<file path="config.mk">
export PLATFORM = sky130hd
export DESIGN_NAME = nonce_result_scanner
export DESIGN_NICKNAME = d
export VERILOG_FILES = /design/src/rtl/nonce_result_scanner.sv
export SDC_FILE = /design/constraint.sdc
export NUM_CORES = 1
export LEC_CHECK = 0
export ABC_AREA = 1
export BUFFER_PORTS_ARGS = -buffer_cell sky130_fd_sc_hd__buf_2
export CAP_MARGIN = 20
export CORE_AREA = 3 3 143 145
export DETAILED_ROUTE_END_ITERATION = 10
export DIE_AREA = 0 0 146 148
export MAX_ROUTING_LAYER = met4
export PLACE_DENSITY = 0.62
export SKIP_LAST_GASP = 1
export SLEW_MARGIN = 40
export SYNTH_ARGS = -nofsm -noshare
export SYNTH_HDL_FRONTEND = slang
export SYNTH_SLANG_ARGS = --single-unit
</file>
<file path="constraint.sdc">
create_clock -name clk -period 7.85 [get_ports clk]
set_clock_uncertainty 0.1 [all_clocks]
set_input_delay 0.3925 -clock clk [delete_from_list [all_inputs] [get_ports clk]]
set_output_delay 0.3925 -clock clk [all_outputs]
set_load 0.01 [all_outputs]
</file>
<file path="src/rtl/nonce_result_scanner.sv">
// Reads back NUM_NONCES hash words over the shared memory port, tracks the
// smallest (lowest index on ties) and writes a {hash, nonce, found} record.
module nonce_result_scanner #(
   parameter int NUM_NONCES = 16
) (
   input  logic        clk,
   input  logic        reset,
   input  logic        start,
   input  logic [15:0] hash_addr,
   input  logic [15:0] result_addr,
   input  logic [31:0] target,
   output logic        done,
   output logic        found,
   output logic [31:0] best_nonce,
   output logic [31:0] best_hash,
   output logic        mem_clk,
   output logic        mem_we,
   output logic [15:0] mem_addr,
   output logic [31:0] mem_write_data,
   input  logic [31:0] mem_read_data
);

   localparam int CW = $clog2(NUM_NONCES + 1);

   typedef enum logic [1:0] {IDLE, READ, WRITE} state_t;

   typedef struct packed {
      logic        we;
      logic [15:0] addr;
      logic [31:0] data;
   } mem_req_t;

   state_t          state, state_nxt;
   mem_req_t        req;
   logic [CW-1:0]   issue_cnt;
   logic [CW-1:0]   rd_idx;
   logic            rd_vld;
   logic [1:0]      wr_cnt;
   logic [15:0]     hash_base;
   logic [15:0]     res_base;
   logic [31:0]     target_q;
   logic            issue_done;
   logic            take;
   logic [31:0]     hash_nxt;

   assign mem_clk    = clk;
   assign issue_done = (issue_cnt == CW'(NUM_NONCES));
   // strict compare keeps the earlier index on ties
   assign take       = rd_vld && (mem_read_data < best_hash);
   assign hash_nxt   = take ? mem_read_data : best_hash;

   always_ff @(posedge clk or posedge reset) begin
      if (reset) state <= IDLE;
      else       state <= state_nxt;
   end

   always_comb begin
      state_nxt = state;
      case (state)
         IDLE:    if (start) state_nxt = READ;
         READ:    if (issue_done) state_nxt = WRITE;
         WRITE:   if (wr_cnt == 2'd2) state_nxt = IDLE;
         default: state_nxt = IDLE;
      endcase
   end

   always_comb begin
      req = '0;
      case (state)
         READ: if (!issue_done) req.addr = hash_base + 16'(issue_cnt);
         WRITE: begin
            req.we   = 1'b1;
            req.addr = res_base + {14'b0, wr_cnt};
            case (wr_cnt)
               2'd0:    req.data = best_hash;
               2'd1:    req.data = best_nonce;
               default: req.data = {31'b0, found};
            endcase
         end
         default: req = '0;
      endcase
   end

   assign done           = (state == IDLE);
   assign mem_we         = req.we;
   assign mem_addr       = req.addr;
   assign mem_write_data = req.data;

   always_ff @(posedge clk or posedge reset) begin
      if (reset) begin
         issue_cnt  <= '0;
         rd_idx     <= '0;
         rd_vld     <= 1'b0;
         wr_cnt     <= 2'd0;
         hash_base  <= 16'd0;
         res_base   <= 16'd0;
         target_q   <= 32'd0;
         best_hash  <= 32'd0;
         best_nonce <= 32'd0;
         found      <= 1'b0;
      end else begin
         case (state)
            IDLE: if (start) begin
               hash_base  <= hash_addr;
               res_base   <= result_addr;
               target_q   <= target;
               best_hash  <= 32'hFFFF_FFFF;
               best_nonce <= 32'd0;
               found      <= 1'b0;
               issue_cnt  <= '0;
               rd_vld     <= 1'b0;
               wr_cnt     <= 2'd0;
            end
            READ: begin
               // read data lags the issued address by one cycle
               rd_vld <= !issue_done;
               rd_idx <= issue_cnt;
               if (!issue_done) issue_cnt <= issue_cnt + 1'b1;
               if (take) begin
                  best_hash  <= mem_read_data;
                  best_nonce <= 32'(rd_idx);
               end
               if (issue_done) found <= (hash_nxt < target_q);
            end
            WRITE: wr_cnt <= wr_cnt + 2'd1;
            default: ;
         endcase
      end
   end

endmodule
</file>
==> metrics, run 1 <==
Final Max Slew Viols 0; Fin. Hold Viols 0; number of iterations in the first detailed-routing pass 7; fraction of layout cells with a size suffix above 1 22.8%; Core Region 19300 µm²; Sw Share 45.2%; first-pass GRT wire length 35.1 mm; Starting Density 39.9%; Setup Viol. Count Final 0; Nets 1363; Setup Buffers After CTS 0; Max-Cap Viols 0; status finished clean; post-placement worst setup slack 3320 ps; Crit path required time 7360 ps; internal power 2200 µW; P&R area growth vs syn 25.9%; Rel. slew slack 46.9%; register bit count reported by yosys 117; largest net degree at the start of global routing 93; vias in the first global route 6944; Worst Setup Start Kind clock port; Mean Syn Cell Area 7.85 µm²; # diodes 0; IO Port Bufs 187; Die Ht 148 µm; utilization after layout 50.2%; Clk pin slew, worst setup/hold paths 60 ps; Gate power share 52.9%; clock latency on the worst-skew pair 540 ps; most common cell in the netlist inv_1; share of power burned in registers 25.8%; PwrDens 413 nW/µm²; PnR worst setup slack 3060 ps; final wirelength 21.5 mm; row count 51; critical path arrival 4300 ps; Detailed Route Iter0 Violations 292; Max IR drop VDD 192 µV; Setup TNS Final 0 ps; warnings from Yosys 0; sequential share of the synthesized area 38.0%; global route overflow 0; Post-Syn Area 7710 µm²; GP Congestion 0.919; Synth area leader dfrtp_1; via count 7008; crit path kind clock port to primary output; Routed Antenna Nets 0; hold crit path type input port to flip-flop; DIE WIDTH 146 µm; crit path max fanout 2; worst-margin pin slew 795 ps; Critical Path End Type primary output; Vias/cell 4.79; routed length per instance 14.7 µm; Main synth FF type dfrtp_1; top cells by count, synth inv_1 (158), nand2_1 (141), dfrtp_1 (117); initial antenna violation count 0; RSZ-0062 raised after global routing no; net switching power figure 1810 µW; Pleak 0.00502 µW; reg-to-reg slack, setup 4240 ps; die area 21600 µm²; I/O Pins 215; Async SR Flop Fraction 100%; clock network fraction of total power 21.3%; CTS tree done; post-DP HPWL 16.1 mm; Synth top area share 38.0%; Overall Global Routing Usage 21.0%; synthesized instance count 982; Post-synth EDFFs 0; Netlist cell types 40; Residual DRC 0; Area contributors post-synth dfrtp_1 (38%), ha_1 (12%), inv_1 (7.7%)
## cells in the final DEF (no fill, tap or decap), types with 30 or more instances in the layout
cell type / synthesis / layout
nand3_1: 30 / 30
a21oi_1: 106 / 106
nand2_1: 141 / 140
buf_2: 7 / 187
o21ai_0: 32 / 32
inv_1: 158 / 156
nor2_1: 74 / 74
nor3_1: 32 / 32
o21ai_1: 39 / 38
o22ai_1: 38 / 38
dfrtp_1: 117 / 117
ha_1: 77 / 77
## repair_timing
item	4_1_cts	5_1_grt
endpoints found under the hold margin	68	0
gates resized for setup	0	0
hold buffers	26	0
## power by group through the flow
stage / clock, µW / combinational (µW) / sequential [µW]
CTS: 873 / 2130 / 1040
finish: 855 / 2120 / 1040
detailed placement: 7.70 / 2110 / 1040
global placement: 7.70 / 2090 / 1040
global route: 901 / 2460 / 1070
floorplan: 10.5 / 1470 / 1050
## worst paths after layout
check	startpoint	end	cells after the start
setup / recovery	clk	mem_clk	3
hold / removal	target[9]	target_q[9]	3
setup reg to reg	best_hash[17]	found	18
hold reg to reg	target_q[27]	target_q[27]	2
max in group asynchronous	reset	best_hash[21]	4
min in group asynchronous	reset	target_q[29]	3
## logic make-up (layout without fill, tap and decap cells)
family	after synthesis	count (layout)	synth area share (%)
muxes	14	14	2.04
other	1	27	0.0486
adders and majority gates	79	79	13.0
AOI/OAI and AO/OA	227	227	15.7
buffers and inverters	234	424	13.0
xor gates and xnor gates	7	7	0.795
and+or+nand+nor	303	303	17.4
DFF	117	117	38.0
## final cells by class
class	instances	area [µm²]
Fill cell	1904	9630
Multi-Input combinational cell	657	3890
Sequential cell	117	2930
Timing Repair Buffer	216	1230
Inverter	172	664
Clock buffer	25	541
Tap cell	265	332
Clock inverter	11	128
## sequential cells by signal (all words and copies together), names as in the netlist
register	flops
best_nonce	5
rd_vld	1
issue_cnt	5
best_hash	32
wr_cnt	2
target_q	32
res_base	16
state	2
found	1
rd_idx	5
hash_base	16
## per-stage QoR
| stage | hold slack [ps] | total power [µW] | cell area [µm²] | cells |
|---|---|---|---|---|
| 2_1_floorplan | 378 | 2530 | 7810 | 1008 |
| 3_3_place_gp | 393 | 3130 | 8770 | 1402 |
| 3_5_place_dp | 393 | 3160 | 8780 | 1402 |
| 4_1_cts | 0.0870 | 4040 | 9710 | 1463 |
| 5_1_grt | 16.0 | 4430 | 9710 | 1463 |
| 6_report | 5.18 | 4010 | 9710 | 1463 |
## layer usage
metal | track usage, % | up-vias | wire length, µm
met4 | 9.41 | 0 | 669
met3 | 4.78 | 41 | 1030
met5 | - | - | 0
met2 | 33.2 | 184 | 10200
li1 | - | 3585 | -
met1 | 25.9 | 3198 | 9620
## critical path, cell delays in order
cell       delay [ps]
clkbuf_16         120
clkbuf_16         130
buf_2             130
Power figures use the tool's default switching activity.
==> run 2: changes to the inputs <==
Settings changed: ABC_AREA 1 to 0, CORE_AREA 3 3 143 145 to 3 3 155 157, DIE_AREA 0 0 146 148 to 0 0 158 160, PLACE_DENSITY 0.62 to 0.63.
Clock period 7.85 ns to 4 ns, I/O delays scaled along.
==> run 2 against run 1 <==
Net effect:
- total power increased by 120%
- first-iteration DRC count increased by 66%
- via count increased by 25%
- final area increased by 28%
- routed wire length increased by 29%
- the flow now finishes with violations (setup timing)
- sequential share of layout area decreased by 6.6 points
- highest routed layer unchanged
==> metrics, run 2 <==
PnR worst setup slack -160 ps; Worst Setup Start Kind flip-flop; Residual DRC 0; Detailed Route Iter0 Violations 486; clock network fraction of total power 19.2%; Routed Antenna Nets 0; warnings from Yosys 0; final wirelength 27.8 mm; clock latency on the worst-skew pair 540 ps; hold crit path type input port to flip-flop; Hold Path Depth 3; fmax 0.240 GHz; share of power burned in registers 24.3%; Max IR drop VDD 372 µV; Critical Path End Type flip-flop; GP Congestion 0.824; DR top layer met4; fraction of layout cells with a size suffix above 1 32.1%; Fin. Hold Viols 0; Nets 1528; Max-Cap Viols 0; row count 55; Die Ht 160 µm; worst path cell trace inv_2, ha_4, nand4_1, or4_4, or4_4, o22ai_4, nor2_4, buf_12, clkbuf_16, nand2_4, o21ai_2, ha_1, nand4_1, nor2_2, buf_4, nand4_1, a211oi_1, nor3_2; synthesized instance count 1033; Setup TNS Final -160 ps; most used cell, CP nand4_1; DIE WIDTH 158 µm; first-pass GRT wire length 43.8 mm; top cells by count, synth dfrtp_1 (117), nor2_1 (114), inv_1 (105); CP delay by family, top simple AND/OR/NAND/NOR gates; CP max-delay cell or4_4; design area 12400 µm²; Post-Syn Area 9060 µm²; Largest regs best_hash x32, target_q x32; register bit count reported by yosys 117; Multi-input gate area 5570 µm²; Netlist cell types 56; P&R area growth vs syn 37.3%; vias in the first global route 8527; initial antenna violation count 1; r2r worst-path depth 18; Final Cycle Share 104%; Rel. slew slack 42.4%; I/O Pins 215; # diodes 0; sequential share of the synthesized area 32.3%; RSZ-0062 raised after global routing yes; WP buf/inv 4; Vias/cell 5.32; die area 25300 µm²; most common cell in the netlist dfrtp_1; commonest non-fill, non-tap cells in the layout buf_2 (187), dfrtp_1 (117), nor2_1 (113); number of iterations in the first detailed-routing pass 5; Final Max Slew Viols 0; Synth top area share 32.3%; routed length per instance 16.9 µm; Synth area leader dfrtp_1; crit path kind flip-flop to flip-flop; Clk pin slew, worst setup/hold paths 60 ps; Pleak 0.00608 µW; worst-margin pin slew 863 ps; most common cell after layout, fill and taps aside buf_2; Crit path required time 4320 ps; Gate power share 56.5%; Post-synth EDFFs 0; failing checks setup timing; metal1 wirelength 12.6 mm; Async SR Flop Fraction 100%; CTS tree done; CP max stage delay 570 ps; status complete, but fails checks; Core Region 22600 µm²; Main synth FF type dfrtp_1; crit path max fanout 7; Area contributors post-synth dfrtp_1 (32%), ha_1 (11%), mux2_2 (8.7%); Reg area 2930 µm²; Sw Share 42.8%; Final Critical Period 4160 ps; WL met3 1.58 mm; Placed Area 10500 µm²; internal power 5090 µW; post-DP HPWL 18.9 mm; Setup Viol. Count Final 1; global route overflow 0; largest net degree at the start of global routing 70; Crit. path cell count 18; critical path arrival 4480 ps; via count 8764; IO Port Bufs 187; Starting Density 40.0%; Fillers 2057; net switching power figure 3810 µW; Overall Global Routing Usage 22.4%; Met2 Routed Length 13.2 mm; PwrDens 716 nW/µm²; Mean Syn Cell Area 8.77 µm²
==> run 2: cell count changes after synthesis, sizes merged, moves of 12 or more <==
cell	change
a211oi	+30
a21oi	-76
a22oi	+12
a41oi	+32
and3	+32
clkbuf	+18
inv	-64
mux2	+56
nand2	-74
nand3	-16
nand4	+16
nor2	+32
nor3	-27
xor2	+13
==> run 2: area by class of cell <==
type                            count  area share (%)
Timing Repair Buffer              357            20.3
Sequential cell                   117            23.5
Tap cell                          285            2.87
Clock inverter                     14            1.16
Inverter                          105            3.21
Multi-Input combinational cell    748            44.8
Clock buffer                       22            4.17
==> run 2: power by group through the flow <==
stage          logic, µW  clock network, µW  registers (µW)
2_1_floorplan       3210               20.6            2140
3_3_place_gp        4540               15.1            2150
3_5_place_dp        4620               15.1            2170
4_1_cts             4740               1740            2160
5_1_grt             5630               1780            2230
6_report            5030               1710            2160
==> run 2: worst paths after layout <==
| path | from | slack [ps] | endpoint |
|---|---|---|---|
| max reg2reg | best_hash[20] | -160 | found |
| max | best_hash[20] | -160 | found |
| min | start | 30 | wr_cnt[1] |
| max in group asynchronous | reset | 2840 | best_hash[9] |
| min in group asynchronous | reset | 220 | target_q[20] |
| min reg2reg | target_q[16] | 410 | target_q[16] |
==> run 2: metal layers <==
metal  up-vias  GRT usage, %
met5         -             -
met3        37          3.14
met1      4193          29.4
met2       279          35.7
met4         0          7.08
li1       4255             -
==> run 2: kinds of logic after synthesis <==
family | synth area share, %
adder cells (fa/ha/maj) | 11.1
other | 0.0414
AO/OA/AOI/OAI | 20.3
XOR/XNOR | 2.80
flip-flops | 32.3
buffers and inverters | 9.79
AND/OR/NAND/NOR | 14.8
multiplexers | 8.92
==> run 2: worst register-to-register path: cells and delay by family (launching register included) <==
kind / cells / cell delay (ps)
and+or+nand+nor: 9 / 1980
adders and majority gates: 2 / 540
DFF: 1 / 370
buffers and inverters: 4 / 510
AOI/OAI and AO/OA: 3 / 520
==> run 2: metrics by stage <==
step | setup slack (ps) | hold slack [ps] | std cells | utilization (%) | power [µW]
after floorplan | -119 | 192 | 1059 | - | 5380
after global placement | -97.3 | 201 | 1506 | 46.5 | 6700
after detailed placement | -244 | 201 | 1506 | 46.5 | 6810
after CTS | -102 | 5.85 | 1633 | 53.6 | 8640
after global routing | -304 | 59.0 | 1648 | 54.9 | 9650
final | -160 | 27.2 | 1648 | 54.9 | 8900
==> run 2: what timing repair did <==
item,CTS,global route
pin swaps,4,28
endpoints found under the hold margin,157,0
setup buffers,2,15
cloned,0,1
setup endpoints to repair,1,1
gates resized for setup,5,32
hold buffers,90,0
==> run 3: changes to the inputs <==
Settings changed: PLACE_DENSITY 0.63 to 0.61.
Clock period 4 ns to 5.35 ns, I/O delays scaled along.
==> run 3 against run 2 <==
Net effect:
- the run now ends clean
- critical endpoint unchanged
- final cell count fell by 5.3%
- count of clock-buffer cells in the layout fell by 1
- combinational power down 36%
- critical path depth did not move
- fmax fell by 12%
- first-iteration DRC count rose by 9.3%
- worst setup slack gained 810 ps
- sequential power decreased by 23%
- largest power group unchanged
==> metrics, run 3 (synthesis gave the netlist of run 2 again) <==
status finished clean; initial antenna violation count 1; Setup Buffers After CTS 0; die area 25300 µm²; HP Start mem_read_data[19]; Final Critical Period 4700 ps; most common cell after layout, fill and taps aside buf_2; hold crit path type input port to flip-flop; Fin. Hold Viols 0; crit path kind flip-flop to flip-flop; vias in the first global route 8368; Gate power share 52.5%; Vias/cell 5.38; Critical Path End Type flip-flop; first-pass GRT wire length 43.2 mm; final wirelength 26.9 mm; I/O Pins 215; DIE WIDTH 158 µm; commonest non-fill, non-tap cells in the layout buf_2 (187), dfrtp_1 (117), nor2_1 (114); clock network fraction of total power 20.3%; Largest regs best_hash x32, target_q x32; CP max stage delay 610 ps; global route overflow 0; largest net degree at the start of global routing 76; Routed Antenna Nets 0; critical path arrival 5060 ps; Core Region 22600 µm²; post-DP HPWL 18.6 mm; P&R area growth vs syn 26.6%; net switching power figure 2690 µW; Final Cycle Share 87.9%; via count 8389; Residual DRC 0; Clk pin slew, worst setup/hold paths 60 ps; RSZ-0062 raised after global routing no; Max-Cap Viols 0; Starting Density 40.0%; crit path max fanout 28; number of iterations in the first detailed-routing pass 7; worst reg2reg path startpoint best_hash[30]; worst path cell trace inv_1, ha_1, nand4_2, or4_4, or4_4, o22ai_2, nor2_4, buf_16, nand2_1, o21ai_0, ha_1, a21o_1, a21o_1, a21oi_1, o21ai_0, and3_1, o21a_1, nor3_1; utilization after layout 50.7%; Detailed Route Iter0 Violations 531; fraction of layout cells with a size suffix above 1 26.8%; Crit path required time 5700 ps; reg-to-reg slack, setup 650 ps; Hold Path Depth 3; Die Ht 160 µm; r2r worst-path depth 18; routed length per instance 17.3 µm; CP max-delay cell or4_4; Sw Share 43.8%; IO Port Bufs 187; Pleak 0.00566 µW; Worst Setup Start Kind flip-flop; Rel. slew slack 46.1%; Fillers 2127; Overall Global Routing Usage 22.0%; CTS tree done; Max IR drop VDD 302 µV; PwrDens 537 nW/µm²; Setup TNS Final 0 ps; Nets 1439; row count 55; share of power burned in registers 27.2%; Final Max Slew Viols 0; internal power 3460 µW; worst-margin pin slew 805 ps; fmax 0.213 GHz; Setup Viol. Count Final 0; R2R Path End found; clock latency on the worst-skew pair 540 ps; GP Congestion 0.831; hold worst-path end best_hash[19]
run 3: changes by cell type in the layout (fill, tap and decap cells not counted), moves of 2 or more:
cell | before | now
o21ai_2 | 4 | 0
ha_2 | 2 | 0
buf_12 | 5 | 1
o21ai_0 | 50 | 61
ha_1 | 62 | 75
buf_4 | 73 | 10
ha_4 | 13 | 2
a2111oi_0 | 0 | 2
inv_6 | 5 | 7
dlygate4sd3_1 | 90 | 70
inv_1 | 99 | 104
o21ai_1 | 7 | 0
inv_2 | 5 | 0
clkinv_2 | 0 | 2
run 3: area by class of cell:
| cell class | count | area (µm²) | area share [%] |
|---|---|---|---|
| timing repair buffer | 268 | 1750 | 15.3 |
| inverter | 105 | 399 | 3.48 |
| clock inverter | 15 | 144 | 1.25 |
| tap | 285 | 357 | 3.11 |
| clock buffer | 21 | 505 | 4.41 |
| antenna | 1 | 2.50 | 0.0218 |
| multi-input combinational | 748 | 5380 | 46.9 |
| sequential | 117 | 2930 | 25.5 |
run 3: metrics by stage:
stage	setup WS, ps	cells	power (µW)	instance area, µm²	hold slack [ps]
2_1_floorplan	1060	1059	3980	9160	259
4_1_cts	674	1558	6170	11400	1.52
6_report	648	1560	6150	11500	18.1
5_1_grt	279	1560	6710	11500	23.0
3_5_place_dp	704	1453	4860	10100	268
3_3_place_gp	783	1452	4760	10100	268
run 3: how the worst max path moves through the flow:
stage | startpoint | endpoint | cells after the start
2_1_floorplan | best_hash[30] | found | 19
3_3_place_gp | best_hash[1] | found | 17
4_1_cts | best_hash[29] | found | 18
5_1_grt | best_hash[30] | found | 17
3_5_place_dp | best_hash[31] | found | 18
6_report | best_hash[30] | found | 18
run 3: metal layers:
| layer | global-route usage [%] | share of wire [%] | vias up |
|---|---|---|---|
| met5 | - | 0 | - |
| met4 | 6.77 | 2.0 | 0 |
| met3 | 4.88 | 5.6 | 39 |
| met2 | 34.5 | 47 | 257 |
| met1 | 28.4 | 46 | 4021 |
| li1 | - | - | 4072 |
run 3: repair_timing:
action / in CTS / in global routing
resized for setup: 0 / 0
hold endpoints to repair: 142 / 0
hold buffers: 70 / 0
run 3: critical path: cells and delay by family, from the launching register on:
family                   cells  cell delay, ps
buffers and inverters        2             330
AND/OR/NAND/NOR              7            1870
flip-flops                   1             430
adder cells (fa/ha/maj)      2             630
AO/OA/AOI/OAI                7            1230
run 3: power groups by stage:
stage                     Combinational [µW]  Clock (µW)  Sequential, µW
after floorplan                         2360        15.4            1600
after global placement                  3090        11.3            1660
after detailed placement                3170        11.3            1680
after CTS                               3220        1280            1670
after global routing                    3650        1320            1740
final                                   3230        1250            1670
